`src/rtl/pkg_rolhas.sv`:
```
// -----------------------------------------------------------------------------
// pkg_rolhas
// Shared definitions for the cork-supply manager: the transfer FSM state
// encoding and the default line constants, so the manager and the display
// encoders agree on the same numbers.
// -----------------------------------------------------------------------------
package pkg_rolhas;

    typedef enum logic {
        ST_IDLE = 1'b0,
        ST_XFER = 1'b1
    } estado_t;

    localparam int DEF_WIDTH        = 7;
    localparam int DEF_SEC_MAX      = 99;
    localparam int DEF_PRIM_MAX     = 20;
    localparam int DEF_PRIM_INIT    = 20;
    localparam int DEF_MIN_LEVEL    = 5;
    localparam int DEF_TRANSFER_QTY = 15;

endpackage

```
`src/rtl/modulo_detector_borda.sv`:
```
// -----------------------------------------------------------------------------
// modulo_detector_borda
// Rising-edge detector with a one-flop history.
// Ports:
//   clk     - clock
//   clr     - synchronous active-low reset, clears the history
//   sinal_i - level input
//   borda_o - high for the cycle in which sinal_i is 1 and the history is 0
// -----------------------------------------------------------------------------
module modulo_detector_borda (
    input  logic clk,
    input  logic clr,
    input  logic sinal_i,
    output logic borda_o
);

    logic historico_q;

    // The history always follows the input so that a level held across an
    // idle or frozen period never looks like a fresh edge afterwards.
    always_ff @(posedge clk) begin
        if (!clr) begin
            historico_q <= 1'b0;
        end else begin
            historico_q <= sinal_i;
        end
    end

    assign borda_o = sinal_i & ~historico_q;

endmodule

```
`src/rtl/modulo_gerenciador_rolhas_param.sv`:
```
// -----------------------------------------------------------------------------
// modulo_gerenciador_rolhas_param
// Cork-supply manager: a secondary buffer loaded by the operator and a
// primary buffer feeding the capper. Corks move secondary -> primary one per
// clock in bursts whenever the primary runs low.
// Ports:
//   clk, clr      - clock and synchronous active-low reset
//   enable        - 1 = operate, 0 = freeze all state
//   op_load       - operator load request level (acted on at rising edge)
//   op_qty        - corks in the operator load
//   cap_pulse     - one cork consumed by the capper
//   prim_count    - primary-buffer count
//   sec_count     - secondary-buffer count
//   ro            - primary buffer empty
//   transferring  - burst in progress
//   load_reject   - one-cycle pulse: load refused for lack of room
//   underflow     - one-cycle pulse: capper asked for a cork from an empty primary
// -----------------------------------------------------------------------------
module modulo_gerenciador_rolhas_param
    import pkg_rolhas::*;
#(
    parameter int WIDTH        = DEF_WIDTH,
    parameter int SEC_MAX      = DEF_SEC_MAX,
    parameter int PRIM_MAX     = DEF_PRIM_MAX,
    parameter int PRIM_INIT    = DEF_PRIM_INIT,
    parameter int MIN_LEVEL    = DEF_MIN_LEVEL,
    parameter int TRANSFER_QTY = DEF_TRANSFER_QTY
) (
    input  logic             clk,
    input  logic             clr,
    input  logic             enable,
    input  logic             op_load,
    input  logic [WIDTH-1:0] op_qty,
    input  logic             cap_pulse,
    output logic [WIDTH-1:0] prim_count,
    output logic [WIDTH-1:0] sec_count,
    output logic             ro,
    output logic             transferring,
    output logic             load_reject,
    output logic             underflow
);

    if (PRIM_INIT > PRIM_MAX) begin : gen_chk_prim_init
        $error("PRIM_INIT must not exceed PRIM_MAX");
    end
    if (MIN_LEVEL > PRIM_MAX) begin : gen_chk_min_level
        $error("MIN_LEVEL must not exceed PRIM_MAX");
    end
    if (SEC_MAX >= (1 << WIDTH)) begin : gen_chk_sec_max
        $error("SEC_MAX must fit in WIDTH bits");
    end

    localparam logic [WIDTH:0]   SEC_MAX_W   = (WIDTH+1)'(SEC_MAX);
    localparam logic [WIDTH-1:0] PRIM_MAX_W  = WIDTH'(PRIM_MAX);
    localparam logic [WIDTH-1:0] PRIM_INIT_W = WIDTH'(PRIM_INIT);
    localparam logic [WIDTH-1:0] MIN_LEVEL_W = WIDTH'(MIN_LEVEL);
    localparam logic [WIDTH-1:0] XFER_QTY_W  = WIDTH'(TRANSFER_QTY);

    estado_t          state_q, state_d;
    logic [WIDTH-1:0] prim_q, prim_d;
    logic [WIDTH-1:0] sec_q, sec_d;
    logic [WIDTH-1:0] moved_q, moved_d;
    logic [WIDTH-1:0] pendQty_q, pendQty_d;
    logic             pending_q, pending_d;
    logic             loadReject_q, loadReject_d;
    logic             underflow_q, underflow_d;

    logic             loadEdge;
    logic             loadReq;
    logic [WIDTH-1:0] loadQty;
    logic [WIDTH:0]   loadSum;

    modulo_detector_borda u_borda_load (
        .clk     (clk),
        .clr     (clr),
        .sinal_i (op_load),
        .borda_o (loadEdge)
    );

    // A fresh edge in IDLE is serviced in the same cycle it is seen, and it
    // supersedes any older pending quantity. The sum is one bit wider so the
    // room check cannot be fooled by wrap-around.
    assign loadReq = loadEdge | pending_q;
    assign loadQty = loadEdge ? op_qty : pendQty_q;
    assign loadSum = {1'b0, sec_q} + {1'b0, loadQty};

    // Next-state logic. With enable low every register holds, including the
    // pulse outputs. In IDLE a load beats the start of a burst; in XFER each
    // cycle moves one cork, and a simultaneous cap leaves the primary net
    // unchanged (the incoming cork covers it, so no underflow is possible).
    always_comb begin
        state_d      = state_q;
        prim_d       = prim_q;
        sec_d        = sec_q;
        moved_d      = moved_q;
        pending_d    = pending_q;
        pendQty_d    = pendQty_q;
        loadReject_d = loadReject_q;
        underflow_d  = underflow_q;
        if (enable) begin
            loadReject_d = 1'b0;
            underflow_d  = 1'b0;
            case (state_q)
                ST_IDLE: begin
                    if (loadReq) begin
                        pending_d = 1'b0;
                        if (loadSum > SEC_MAX_W) begin
                            loadReject_d = 1'b1;
                        end else begin
                            sec_d = loadSum[WIDTH-1:0];
                        end
                    end else if ((prim_q < MIN_LEVEL_W) && (sec_q != '0)) begin
                        state_d = ST_XFER;
                        moved_d = '0;
                    end
                    if (cap_pulse) begin
                        if (prim_q != '0) begin
                            prim_d = prim_q - 1'b1;
                        end else begin
                            underflow_d = 1'b1;
                        end
                    end
                end
                ST_XFER: begin
                    if (loadEdge) begin
                        pending_d = 1'b1;
                        pendQty_d = op_qty;
                    end
                    sec_d   = sec_q - 1'b1;
                    moved_d = moved_q + 1'b1;
                    prim_d  = cap_pulse ? prim_q : prim_q + 1'b1;
                    if ((moved_d == XFER_QTY_W) || (sec_d == '0) || (prim_d >= PRIM_MAX_W)) begin
                        state_d = ST_IDLE;
                    end
                end
                default: begin
                    state_d = ST_IDLE;
                end
            endcase
        end
    end

    // State register bank; reset drops any burst or pending load outright.
    always_ff @(posedge clk) begin
        if (!clr) begin
            state_q      <= ST_IDLE;
            prim_q       <= PRIM_INIT_W;
            sec_q        <= '0;
            moved_q      <= '0;
            pending_q    <= 1'b0;
            pendQty_q    <= '0;
            loadReject_q <= 1'b0;
            underflow_q  <= 1'b0;
        end else begin
            state_q      <= state_d;
            prim_q       <= prim_d;
            sec_q        <= sec_d;
            moved_q      <= moved_d;
            pending_q    <= pending_d;
            pendQty_q    <= pendQty_d;
            loadReject_q <= loadReject_d;
            underflow_q  <= underflow_d;
        end
    end

    assign prim_count   = prim_q;
    assign sec_count    = sec_q;
    assign ro           = (prim_q == '0);
    assign transferring = (state_q == ST_XFER);
    assign load_reject  = loadReject_q;
    assign underflow    = underflow_q;

endmodule

```
`config.mk`:
```
export PLATFORM = sky130hd
export DESIGN_NAME = modulo_gerenciador_rolhas_param
export DESIGN_NICKNAME = d
export VERILOG_FILES = /design/src/rtl/pkg_rolhas.sv /design/src/rtl/modulo_detector_borda.sv /design/src/rtl/modulo_gerenciador_rolhas_param.sv
export SDC_FILE = /design/constraint.sdc
export NUM_CORES = 1
export LEC_CHECK = 0
export CAP_MARGIN = 20
export CORE_MARGIN = 2
export CORE_UTILIZATION = 68
export CTS_CLUSTER_SIZE = 24
export DETAILED_ROUTE_END_ITERATION = 7
export DONT_BUFFER_PORTS = 1
export PLACE_DENSITY = 0.93
export SETUP_SLACK_MARGIN = 0.15
export SLEW_MARGIN = 40
export SYNTH_ARGS = -nofsm -noshare
export SYNTH_HDL_FRONTEND = slang
export SYNTH_SLANG_ARGS = --single-unit
```
`constraint.sdc`:
```
create_clock -name clk -period 10.73 [get_ports clk]
set_input_delay 1.6095 -clock clk [delete_from_list [all_inputs] [get_ports clk]]
set_output_delay 1.6095 -clock clk [all_outputs]
set_load 0.01 [all_outputs]
```
==> flow_metrics.py <==
metrics = {
    "outcome": {
        "outcome": "finished, final reports clean",
    },
    "synth": {
        "syn_area_mm2": 0.00236,
        "async_reset_ff_share_pct": 0,
        "synth_area_per_cell_um2": 7.78,
        "yosysTopAreaCell": "dfxtp_1",
        "syn_nets": 332,
        "synth_cells": 303,
        "ys_ff_latch": 33,
        "yosysWarnings": 0,
        "yosysTopAreaCellShare_pct": 28.0,
        "netlist_top_cells_area": "dfxtp_1 (28%), ha_1 (8.5%), nor2_1 (8.1%)",
        "synth_flop_cell": "dfxtp_1",
        "synth_edf_count": 0,
        "ys_seq_area_share_pct": 28.0,
        "yosysUniqueCellTypes": 55,
    },
    "clock_network": {
        "hold_buffers": 0,
        "clk_pin_slew_ns": 0.11,
        "post_cts_resized": 0,
        "clock_latency_ns": 0.35,
        "cts_tree": "yes",
        "htree_levels": 2,
        "cts_num_sinks": 33,
        "cts_buffer_depth": 2,
        "cts_root_buf": "clkbuf_4",
        "numCtsBuffers": 5,
        "post_cts_buffers": 0,
    },
    "critical_path": {
        "start_kind": "input port",
        "cp.required_ns": 10.95,
        "crit_fanout": 11,
        "setup.worst_path.end_class": "flop",
        "path_class": "input port to flop",
        "cp.arrival_ns": 4.73,
    },
    "floorplan": {
        "die_x_um": 62.9,
        "die_height_um": 62.9,
        "start_util_pct": 70.6,
        "core_mm2": 0.00334,
        "row_count": 21,
        "boundaryPins": 30,
        "dieArea_mm2": 0.00395,
    },
    "run": {
        "cap_violations": 0,
    },
    "cells_and_area": {
        "fin_area_mm2": 0.00241,
        "final_common_cell": "nor2_1",
        "antenna_cells": 0,
        "nFillCells": 248,
        "drive_above_1_share_pct": 8.87,
        "synthToLayoutAreaGrowth_pct": 2.28,
        "utilization_pct": 72.3,
        "final_cell_mix": "nor2_1 (51), dfxtp_1 (33), a21oi_1 (23)",
        "nNetsFinal": 321,
    },
    "route": {
        "num_vias": 2076,
        "ant_nets": 0,
        "first_pass_iters": 4,
        "via_per_inst": 6.12,
        "first_iter_violations": 146,
        "finalWirelength_um": 5140,
        "drcViolationCount": 0,
        "wl_per_cell_um": 15.2,
    },
    "timing": {
        "setup_tns_ns": 0,
        "tightestPinTransition_ns": 0.779,
        "max_slew_margin_pct": 47.8,
        "fin_skew_ns": 0.0135,
        "finalHoldViolations": 0,
        "drv_slew": 0,
        "whs_ns": 0.499,
        "finalCritPeriodShare_pct": 42.0,
        "setup_viol": 0,
        "period_needed_ns": 4.50,
        "rsz0062_at_grt": "false",
        "fmax_ghz": 0.222,
    },
    "power": {
        "p_per_area_mw_per_mm2": 115,
        "ir_drop_mv": 0.100,
        "p_leak_nw": 0.932,
        "finalPower_w": 0.000276,
    },
    "grt": {
        "grt_usage_pct": 28.3,
        "grt-ovfl-total": 0,
        "grt_max_degree": 37,
        "antenna_found_initial": 0,
        "grt_pass1_vias": 1908,
        "grt_pass1_wl_um": 8800,
    },
    "place": {
        "hpwl_um": 3540,
        "portBuffers": 0,
        "placed_area_mm2": 0.00233,
        "gp_congestion": 0.848,
    },
    "worst_hold_path": {
        "worstHoldPathType": "flop to flop",
    },
}
-- per-layer routing --
layer | GRT usage (%) | vias to the layer above | wire length [um]
met5 | 0 | - | 0
met4 | 14.2 | 0 | 137
met3 | 8.29 | 12 | 233
met2 | 45.5 | 51 | 2410
met1 | 34.4 | 964 | 2350
li1 | - | 1049 | -
-- power by group --
group	total [W]	leakage [nW]	switching, W	internal, W
combinational	0.0000562	0.623	0.0000331	0.0000231
clock	0.0000844	0.0413	0.0000465	0.0000380
sequential	0.000135	0.268	0.00000929	0.000126
-- cells in the mapped netlist (3+ instances only) --
cell	number
inv_1	10
dfxtp_1	33
nor2_1	51
nor2b_1	9
ha_1	16
a21oi_1	23
xor2_1	6
a21o_1	3
mux2_2	8
mux2i_1	8
a211oi_2	4
nor3_1	11
and2_1	3
o21ai_0	19
nand2_1	15
nand3_1	10
clkbuf_1	13
nand2b_1	3
a31oi_1	5
or3_1	6
xnor2_1	5
-- sequential cells by signal, summed over array words and instances, names as in the netlist --
signal,cells
load_reject,1
moved_q,7
pendQty_q,7
prim_count,7
underflow,1
transferring,1
u_borda_load.historico_q,1
sec_count,7
pending_q,1
-- final timing paths --
path	startpoint	end	slack, ns	cells after the start
setup / recovery	op_load	sec_count[3]$_SDFFE_PN0P_	6.23	10
hold / removal	pendQty_q[6]$_SDFFE_PN0P_	pendQty_q[6]$_SDFFE_PN0P_	0.50	2
setup reg to reg	u_borda_load.historico_q$_SDFF_PN0_	sec_count[3]$_SDFFE_PN0P_	7.18	10
hold reg to reg	pendQty_q[6]$_SDFFE_PN0P_	pendQty_q[6]$_SDFFE_PN0P_	0.50	2
-- layout make-up --
type	instances	area, um^2	area share, %
Sequential cell	33	661	27.4
Tap cell	46	57.6	2.39
Clock buffer	7	65.1	2.70
Timing Repair Buffer	1	7.51	0.311
Clock inverter	1	5.00	0.208
Multi-Input combinational cell	240	1570	65.3
Inverter	11	41.3	1.71
-- worst max-delay path: stages --
cell and delay (ns):
nor2b_2 0.45, mux2_2 0.43, ha_1 0.40, a21o_1 0.23, a221o_1 0.32, nor3b_2 0.21
a31oi_1 0.12, a211oi_4 0.61, mux2i_1 0.26, a31oi_1 0.09
-- kinds of logic after synthesis --
logic type      after synthesis  share of synthesized area (%)
compound gates               73                           20.0
simple gates                123                           25.7
mux                          16                           7.22
fa+ha+maj                    17                           9.34
flops                        33                           28.0
xor+xnor                     11                           4.09
buf+inv                      30                           5.63
-- through the flow --
step	instances	setup slack, ns
2_1_floorplan	303	6.26
3_3_place_gp	331	5.55
3_5_place_dp	331	5.69
4_1_cts	339	6.10
5_1_grt	339	6.00
6_report	339	6.23
(Power assumes the default switching activity.)
